`src/rtl/instr_mem_loader_if.sv`:
```
// Byte-stream and instruction-memory write signals between the boot host and the loader.
// The host side uses the master modport; the loader uses slave.
interface instr_mem_loader_if #(
  parameter int DEPTH = 64
);
  localparam int ADDR_W = (DEPTH > 1) ? $clog2(DEPTH) : 1;

  logic              i_start;
  logic              i_byteValid;
  logic [7:0]        i_byte;
  logic              o_byteReady;
  logic              o_wrEn;
  logic [ADDR_W-1:0] o_wrAddr;
  logic [31:0]       o_wrData;
  logic              o_busy;
  logic              o_done;
  logic              o_error;
  logic [31:0]       o_checksum;
  logic              o_cpuRst_n;

  modport master (
    output i_start, i_byteValid, i_byte,
    input  o_byteReady, o_wrEn, o_wrAddr, o_wrData,
    input  o_busy, o_done, o_error, o_checksum, o_cpuRst_n
  );

  modport slave (
    input  i_start, i_byteValid, i_byte,
    output o_byteReady, o_wrEn, o_wrAddr, o_wrData,
    output o_busy, o_done, o_error, o_checksum, o_cpuRst_n
  );
endinterface

```
`src/rtl/instr_mem_loader.sv`:
```
// Boot-time instruction memory writer: header byte N, then 4*N little-endian bytes,
// one write strobe per assembled word; the core stays in reset until the image is complete.
//
// state   | meaning
// --------+------------------------------------------------------------
// S_IDLE  | after reset, waiting for i_start
// S_LEN   | waiting for the header byte (word count, 0 = DEPTH)
// S_DATA  | collecting the four bytes of the current word
// S_WRITE | one-cycle write strobe for the assembled word
// S_DONE  | image complete, core released from reset
// S_ERROR | header exceeded DEPTH, load aborted
module instr_mem_loader #(
  parameter int DEPTH = 64
) (
  input  logic                i_clk,
  input  logic                i_arst_n,
  instr_mem_loader_if.slave   bus
);
  localparam int ADDR_W = (DEPTH > 1) ? $clog2(DEPTH) : 1;
  localparam logic [8:0] DEPTH_9 = 9'(DEPTH);
  localparam logic [7:0] DEPTH_8 = 8'(DEPTH);

  typedef enum logic [2:0] {
    S_IDLE,
    S_LEN,
    S_DATA,
    S_WRITE,
    S_DONE,
    S_ERROR
  } state_t;

  state_t            state;
  state_t            state_nxt;

  logic              ready_q;
  logic [7:0]        len_q;
  logic [7:0]        word_cnt;
  logic [1:0]        byte_idx;
  logic [23:0]       word_lo;
  logic [ADDR_W-1:0] wr_addr_q;
  logic [31:0]       wr_data_q;
  logic [31:0]       checksum_q;

  logic              accept;
  logic              len_bad;
  logic              last_word;

  assign accept    = bus.i_byteValid & ready_q;
  assign len_bad   = {1'b0, bus.i_byte} > DEPTH_9;
  assign last_word = (word_cnt == (len_q - 8'd1));

  always_ff @(posedge i_clk or negedge i_arst_n) begin
    if (!i_arst_n) begin
      state <= S_IDLE;
    end else begin
      state <= state_nxt;
    end
  end

  // i_start only matters where a load is not already in progress
  always_comb begin
    state_nxt = state;
    case (state)
      S_IDLE:  if (bus.i_start) state_nxt = S_LEN;
      S_LEN:   if (accept) state_nxt = len_bad ? S_ERROR : S_DATA;
      S_DATA:  if (accept && (byte_idx == 2'd3)) state_nxt = S_WRITE;
      S_WRITE: state_nxt = last_word ? S_DONE : S_DATA;
      S_DONE:  if (bus.i_start) state_nxt = S_LEN;
      S_ERROR: if (bus.i_start) state_nxt = S_LEN;
      default: state_nxt = S_IDLE;
    endcase
  end

  // ready is registered from the next state so it is high exactly in LEN and DATA
  always_ff @(posedge i_clk or negedge i_arst_n) begin
    if (!i_arst_n) begin
      ready_q <= 1'b0;
    end else begin
      ready_q <= (state_nxt == S_LEN) || (state_nxt == S_DATA);
    end
  end

  always_ff @(posedge i_clk or negedge i_arst_n) begin
    if (!i_arst_n) begin
      len_q      <= '0;
      word_cnt   <= '0;
      byte_idx   <= '0;
      word_lo    <= '0;
      wr_addr_q  <= '0;
      wr_data_q  <= '0;
      checksum_q <= '0;
    end else begin
      if ((state == S_LEN) && accept && !len_bad) begin
        len_q      <= (bus.i_byte == 8'd0) ? DEPTH_8 : bus.i_byte;
        word_cnt   <= '0;
        byte_idx   <= '0;
        checksum_q <= '0;
      end

      if ((state == S_DATA) && accept) begin
        byte_idx <= byte_idx + 2'd1;
        case (byte_idx)
          2'd0: word_lo[7:0]   <= bus.i_byte;
          2'd1: word_lo[15:8]  <= bus.i_byte;
          2'd2: word_lo[23:16] <= bus.i_byte;
          default: begin
            wr_addr_q <= word_cnt[ADDR_W-1:0];
            wr_data_q <= {bus.i_byte, word_lo};
          end
        endcase
      end

      if (state == S_WRITE) begin
        checksum_q <= checksum_q ^ wr_data_q;
        if (!last_word) begin
          word_cnt <= word_cnt + 8'd1;
        end
      end
    end
  end

  assign bus.o_byteReady = ready_q;
  assign bus.o_wrEn      = (state == S_WRITE);
  assign bus.o_wrAddr    = wr_addr_q;
  assign bus.o_wrData    = wr_data_q;
  assign bus.o_busy      = (state == S_LEN) || (state == S_DATA) || (state == S_WRITE);
  assign bus.o_done      = (state == S_DONE);
  assign bus.o_error     = (state == S_ERROR);
  assign bus.o_checksum  = checksum_q;
  assign bus.o_cpuRst_n  = (state == S_DONE);
endmodule
```
`src/flat_wrapper.sv`:
```
// flat-port wrapper written by rule: the top's interface ports become plain ports
module instr_mem_loader_flat 
#(
  parameter int DEPTH = 64
)
  (i_clk, i_arst_n, bus_i_start, bus_i_byteValid, bus_i_byte, bus_o_byteReady, bus_o_wrEn, bus_o_wrAddr, bus_o_wrData, bus_o_busy, bus_o_done, bus_o_error, bus_o_checksum, bus_o_cpuRst_n);
  instr_mem_loader_if #(.DEPTH(DEPTH)) bus_i ();
  input  logic i_clk;
  input  logic i_arst_n;
  input wire logic [$bits(bus_i.i_start)-1:0] bus_i_start;
  input wire logic [$bits(bus_i.i_byteValid)-1:0] bus_i_byteValid;
  input wire logic [$bits(bus_i.i_byte)-1:0] bus_i_byte;
  output wire logic [$bits(bus_i.o_byteReady)-1:0] bus_o_byteReady;
  output wire logic [$bits(bus_i.o_wrEn)-1:0] bus_o_wrEn;
  output wire logic [$bits(bus_i.o_wrAddr)-1:0] bus_o_wrAddr;
  output wire logic [$bits(bus_i.o_wrData)-1:0] bus_o_wrData;
  output wire logic [$bits(bus_i.o_busy)-1:0] bus_o_busy;
  output wire logic [$bits(bus_i.o_done)-1:0] bus_o_done;
  output wire logic [$bits(bus_i.o_error)-1:0] bus_o_error;
  output wire logic [$bits(bus_i.o_checksum)-1:0] bus_o_checksum;
  output wire logic [$bits(bus_i.o_cpuRst_n)-1:0] bus_o_cpuRst_n;
  assign bus_i.i_start = bus_i_start;
  assign bus_i.i_byteValid = bus_i_byteValid;
  assign bus_i.i_byte = bus_i_byte;
  assign bus_o_byteReady = bus_i.o_byteReady;
  assign bus_o_wrEn = bus_i.o_wrEn;
  assign bus_o_wrAddr = bus_i.o_wrAddr;
  assign bus_o_wrData = bus_i.o_wrData;
  assign bus_o_busy = bus_i.o_busy;
  assign bus_o_done = bus_i.o_done;
  assign bus_o_error = bus_i.o_error;
  assign bus_o_checksum = bus_i.o_checksum;
  assign bus_o_cpuRst_n = bus_i.o_cpuRst_n;
  instr_mem_loader #(.DEPTH(DEPTH)) u_core (.i_clk(i_clk), .i_arst_n(i_arst_n), .bus(bus_i));
endmodule
```
`config.mk`:
```
export PLATFORM = sky130hd
export DESIGN_NAME = instr_mem_loader_flat
export DESIGN_NICKNAME = d
export VERILOG_FILES = /design/src/rtl/instr_mem_loader_if.sv /design/src/rtl/instr_mem_loader.sv /design/src/flat_wrapper.sv
export SDC_FILE = /design/constraint.sdc
export NUM_CORES = 1
export LEC_CHECK = 0
export ABC_CLOCK_PERIOD_IN_PS = 5300
export CAP_MARGIN = 20
export CORE_MARGIN = 2
export CORE_UTILIZATION = 50
export CTS_BUF_LIST = sky130_fd_sc_hd__clkbuf_8
export DETAILED_ROUTE_END_ITERATION = 6
export GPL_TIMING_DRIVEN = 0
export PLACE_DENSITY_LB_ADDON = 0.2
export SLEW_MARGIN = 20
export SYNTH_ARGS = -nofsm -noshare
export SYNTH_HDL_FRONTEND = slang
export SYNTH_SLANG_ARGS = --single-unit
```
`constraint.sdc`:
```
create_clock -name i_clk -period 5.3 [get_ports i_clk]
set_input_delay 1.325 -clock i_clk [delete_from_list [all_inputs] [get_ports i_clk]]
set_output_delay 1.325 -clock i_clk [all_outputs]
set_load 0.02 [all_outputs]
```
Word level (Yosys, flattened, before mapping):

Index checks and enable logic that the tools add are counted.

* add/subtract/negate cells: 3
* order comparisons: 1
* eq/ne operators: 11
* muxes and demuxes: 14
* bitwise operators: 3
* reduce and logical (&&, ||, !) cells: 19

Operators by type and width (count)
* 2-to-1 mux 32 bit: 2
* 2-to-1 mux 8 bit: 4
* bitwise XOR 32 bit: 1
* 2-to-1 mux 3 bit: 5
* case mux 3 bit (4 select lines): 1
* == test 3 x 2 -> 1 bit, second input constant: 3
* adder 8 x 1 -> 8 bit, second input constant: 1
* == test 8 bit: 1
* > comparator 8 x 7 -> 1 bit, second input constant: 1
* logical NOT 8 bit: 1
* AND reduction 2 bit: 4
* subtractor 8 x 1 -> 8 bit, second input constant: 1
* == test 3 x 1 -> 1 bit, second input constant: 2
* == test 3 bit, second input constant: 2
* OR reduction 3 bit: 2
* == test 2 bit, second input constant: 2
* logical AND 1 bit: 4
* 2-to-1 mux 2 bit: 2
* nonzero test 2 bit: 2
* logical NOT 3 bit: 1
* logical OR 1 bit: 3
* adder 2 x 1 -> 2 bit, second input constant: 1
* == test 2 x 1 -> 1 bit, second input constant: 1
* logical NOT 2 bit: 1
* other kinds (3): 3

* register bits after elaboration: 116
* input port bits: 12
* logic and storage cells: 62

Depth between registers and ports, before layout:

* word-level depth: 6
* depth in mapped cells: 9
* gate-level depth less buffers: 8

Worst setup path before layout:

No wires, ideal clock.

* kind: input -> register
* start: in bus_i_byteValid
* end: reg u_core.word_lo[0]
* library setup time: 125 ps
* arrival time: 2632 ps
* setup slack: 2544 ps
* stages: 5
* cell sequence: nand2_1 -> nor3_1 -> and2_1 -> clkbuf_1 -> mux2_2

* word-level cells in the longest chain between the ends: 3

Ends and longest elaborated chain
* start, declared: RTL line flat_wrapper.sv:11 `input wire logic [$bits(bus_i.i_byteValid)-1:0] bus_i_byteValid;`
* bitwise AND 1 bit: RTL line instr_mem_loader.sv:48 `assign accept = bus.i_byteValid & ready_q;`
* logical AND 1 bit: RTL line instr_mem_loader.sv:100 `if ((state == S_DATA) && accept) begin`
* AND reduction 2 bit (no source line)
* end signal, assigned: RTL line instr_mem_loader.sv:103 `2'd0: word_lo[7:0] <= bus.i_byte;`
* end, declared: RTL line instr_mem_loader.sv:39 `logic [23:0] word_lo;`

No other way between the ends.
A chain may end at the register's enable or synchronous reset.

Worst setup path after layout:

* start: reg u_core.state[2]
* end: out bus_o_wrEn

* word-level cells in the longest chain between the ends: 1

Ends and longest elaborated chain
* start, declared: RTL line instr_mem_loader.sv:32 `state_t state;`
* start signal, assigned: RTL line instr_mem_loader.sv:56 `state <= state_nxt;`
* == test 3 x 2 -> 1 bit: RTL line instr_mem_loader.sv:123 `assign bus.o_wrEn = (state == S_WRITE);`
* end, declared: RTL line flat_wrapper.sv:14 `output wire logic [$bits(bus_i.o_wrEn)-1:0] bus_o_wrEn;`

No other way between the ends.

==> results.ini <==
[critical_path]
cp.arrival_ns=2.81
start_kind=flip-flop
cp_max_fo=10
rrSetupSlack_ns=2.39
cp-end-kind=primary output
cp.required_ns=3.97
critical_path_class=reg2out

[routing]
vias=3974
drtIter0Drc=223
wl_per_cell_um=15.2
drc_errors=0
viasPerCell=5.13
wl_um=11800
drtPass1Iterations=4
ant_nets=0

[clock_tree]
cts.repair.resized=0
postCtsSetupBuffers=0
cts_tree=built
cts_htree_levels=4
clockBufferDepth=2
cts_sinks=116
cts_buffers=17
cts.clk_slew.worst_paths_ns=0.08
clock_latency_ns=0.43
cts-root-buf=clkbuf_8
hold_buffers=0

[synthesis]
ys_ff_latch=116
synth_edf_count=0
ys_seq_area_frac=0.557
synth_area_mm2=0.00521
synth_ff_type=dfrtp_1
synth_cells=521
yosys.area.top_type=dfrtp_1
synthesis.nets=539
synth_area_leaders=dfrtp_1 (56%), nand2_1 (13%), xor2_1 (6.2%)
yosysWarnings=0
ys_async_sr_fraction=1.00
synth_top_cell_area_share=0.557
synth_cell_types=54
syn_avg_cell_area_um2=10.0

[timing]
period_minus_slack_ns=4.13
max_freq_ghz=0.242
hold_viol_final=0
worst_slew_pin_slew_ns=0.896
relSlewSlack=0.398
slew_viol_final=0
setup_viol=0
whs_ns=0.464
finClkSkew_ns=0.0127
fin_ws_ns=1.17
rsz0062_at_grt=false
fin_crit_sh=0.779

[floorplan]
fp.dieW_um=106
start_util=0.510
io_pins=88
die_y_um=106
core-area_mm2=0.0102
die_area_mm2=0.0113
rows=37

[global_route]
grt_pass1_wl_um=19800
grt_pass1_vias=3904
grt_max_degree=73
grt_use_total=0.226
grt_antenna_before_repair=0
grt_overflow_total=0

[job]
cap_viol_max_count=0

[finish]
area_delta_synth_final_pct=28.9
finalNetCount=645
drive_gt1_frac=0.116
num-fill-cells=817
finalInstanceArea_mm2=0.00672
diodes=0
fin_util=0.657

[pwr]
p_leak_nw=3.18
p_per_area_mw_per_mm2=509
vdd_drop_max_v=0.000245

[placed_design]
portBuffers=86
routabilityCongestion=0.859
dpl.hpwl_um=7880
placed_area_mm2=0.00627
place_ws_ns=1.47

[min_path]
hold_class=reg2reg

[run_status]
status=complete, no violations

stage by stage:
step | total power [mW] | TNS (ns) | std cells
after floorplan | 2.02 | 0 | 521
after global routing | 3.61 | 0 | 774
after global placement | 2.46 | -163.81 | 743
after CTS | 3.44 | 0 | 774
final | 3.42 | 0 | 774
after detailed placement | 2.50 | 0 | 744
routing by layer:
| metal | vias to the layer above | share of wire | GRT usage | wire, um |
|---|---|---|---|---|
| met5 | - | 0 | 0 | 0 |
| met1 | 1937 | 0.47 | 0.319 | 5550 |
| met4 | 0 | 0.018 | 0.0789 | 212 |
| met3 | 24 | 0.053 | 0.0625 | 631 |
| met2 | 118 | 0.46 | 0.337 | 5400 |
| li1 | 1895 | - | - | - |
worst max-delay path, stage by stage, from the launching register on:
cell and delay (ns):
dfrtp_1 0.44, and2b_2 0.24, nand2_1 0.20, inv_2 0.28
buf_1 0.50, clkdlybuf4s50_1 0.72
placed cells by master (no fill, tap or decap), types with 2 or more instances in the layout:
cell type / instances
buf_6: 3
clkbuf_1: 19
clkinvlp_4: 2
buf_4: 2
nand3_1: 2
o211ai_1: 2
nand2b_1: 6
clkinv_2: 3
nand4_1: 3
clkdlybuf4s50_1: 85
o31ai_1: 3
clkbuf_8: 22
dfrtp_1: 116
nor4_1: 3
and4b_1: 2
o21ai_0: 8
a21oi_1: 4
or4_1: 2
bufinv_16: 5
buf_1: 2
ha_1: 6
and2_1: 6
mux2i_1: 4
xnor2_1: 6
nor3_1: 5
inv_1: 8
nor2_1: 43
a21o_1: 2
nand2_1: 174
xor2_1: 37
mux2_2: 25
Yosys cell counts (all sizes together) (2+ instances only):
cell,instances
xnor2,6
nor2,43
o211ai,2
dfrtp,116
or4,3
nand2,174
nand4,3
clkbuf,22
and4b,2
xor2,37
buf,6
inv,8
o21ai,8
nor3,5
nand3,2
ha,6
a21oi,5
mux2,25
nor4,4
o31ai,3
nand2b,7
and2,6
mux2i,4
a21o,3
or2,2
path summary, 6_finish.rpt:
path	startpoint	cells after the start	endpoint
max	u_core.state[2]	5	bus_o_wrEn
min	u_core.word_lo[10]	2	u_core.bus.o_wrData[10]
max reg2reg	u_core.len_q[0]	9	u_core.word_cnt[4]
min reg2reg	u_core.word_lo[10]	2	u_core.bus.o_wrData[10]
max in group asynchronous	i_arst_n	2	u_core.byte_idx[1]
min in group asynchronous	i_arst_n	1	u_core.bus.o_checksum[30]
registers in the layout, indices dropped and copies added, names as in the netlist:
register,count
u_core.bus.o_byteReady,1
u_core.bus.o_checksum,32
u_core.bus.o_wrAddr,6
u_core.bus.o_wrData,32
u_core.byte_idx,2
u_core.len_q,8
u_core.state,3
u_core.word_cnt,8
u_core.word_lo,24
cell families after synthesis:
logic type / after synthesis / share of synthesized area
muxes: 29 / 0.0617
adders and majority gates: 6 / 0.0144
xor gates and xnor gates: 43 / 0.0722
buffers and inverters: 36 / 0.0360
and+or+nand+nor: 261 / 0.218
DFF: 116 / 0.557
AOI/OAI and AO/OA: 30 / 0.0410
report_power, final:
group          internal [mW]  leakage [nW]  switching [mW]  total (mW)
combinational          0.564          1.39           0.610        1.17
sequential              1.12          1.56           0.190        1.31
clock                  0.576         0.225           0.356       0.932
cell type report:
cell class	count	area, um^2	share of cell area
timing repair buffer	87	890	0.132
tap	136	170	0.0253
clock buffer	19	262	0.0389
inverter	8	30.0	0.00447
clock inverter	11	184	0.0274
sequential	116	2900	0.432
multi-input combinational	369	2120	0.316
buffer	28	158	0.0235
Power figures use the tool's default switching activity.
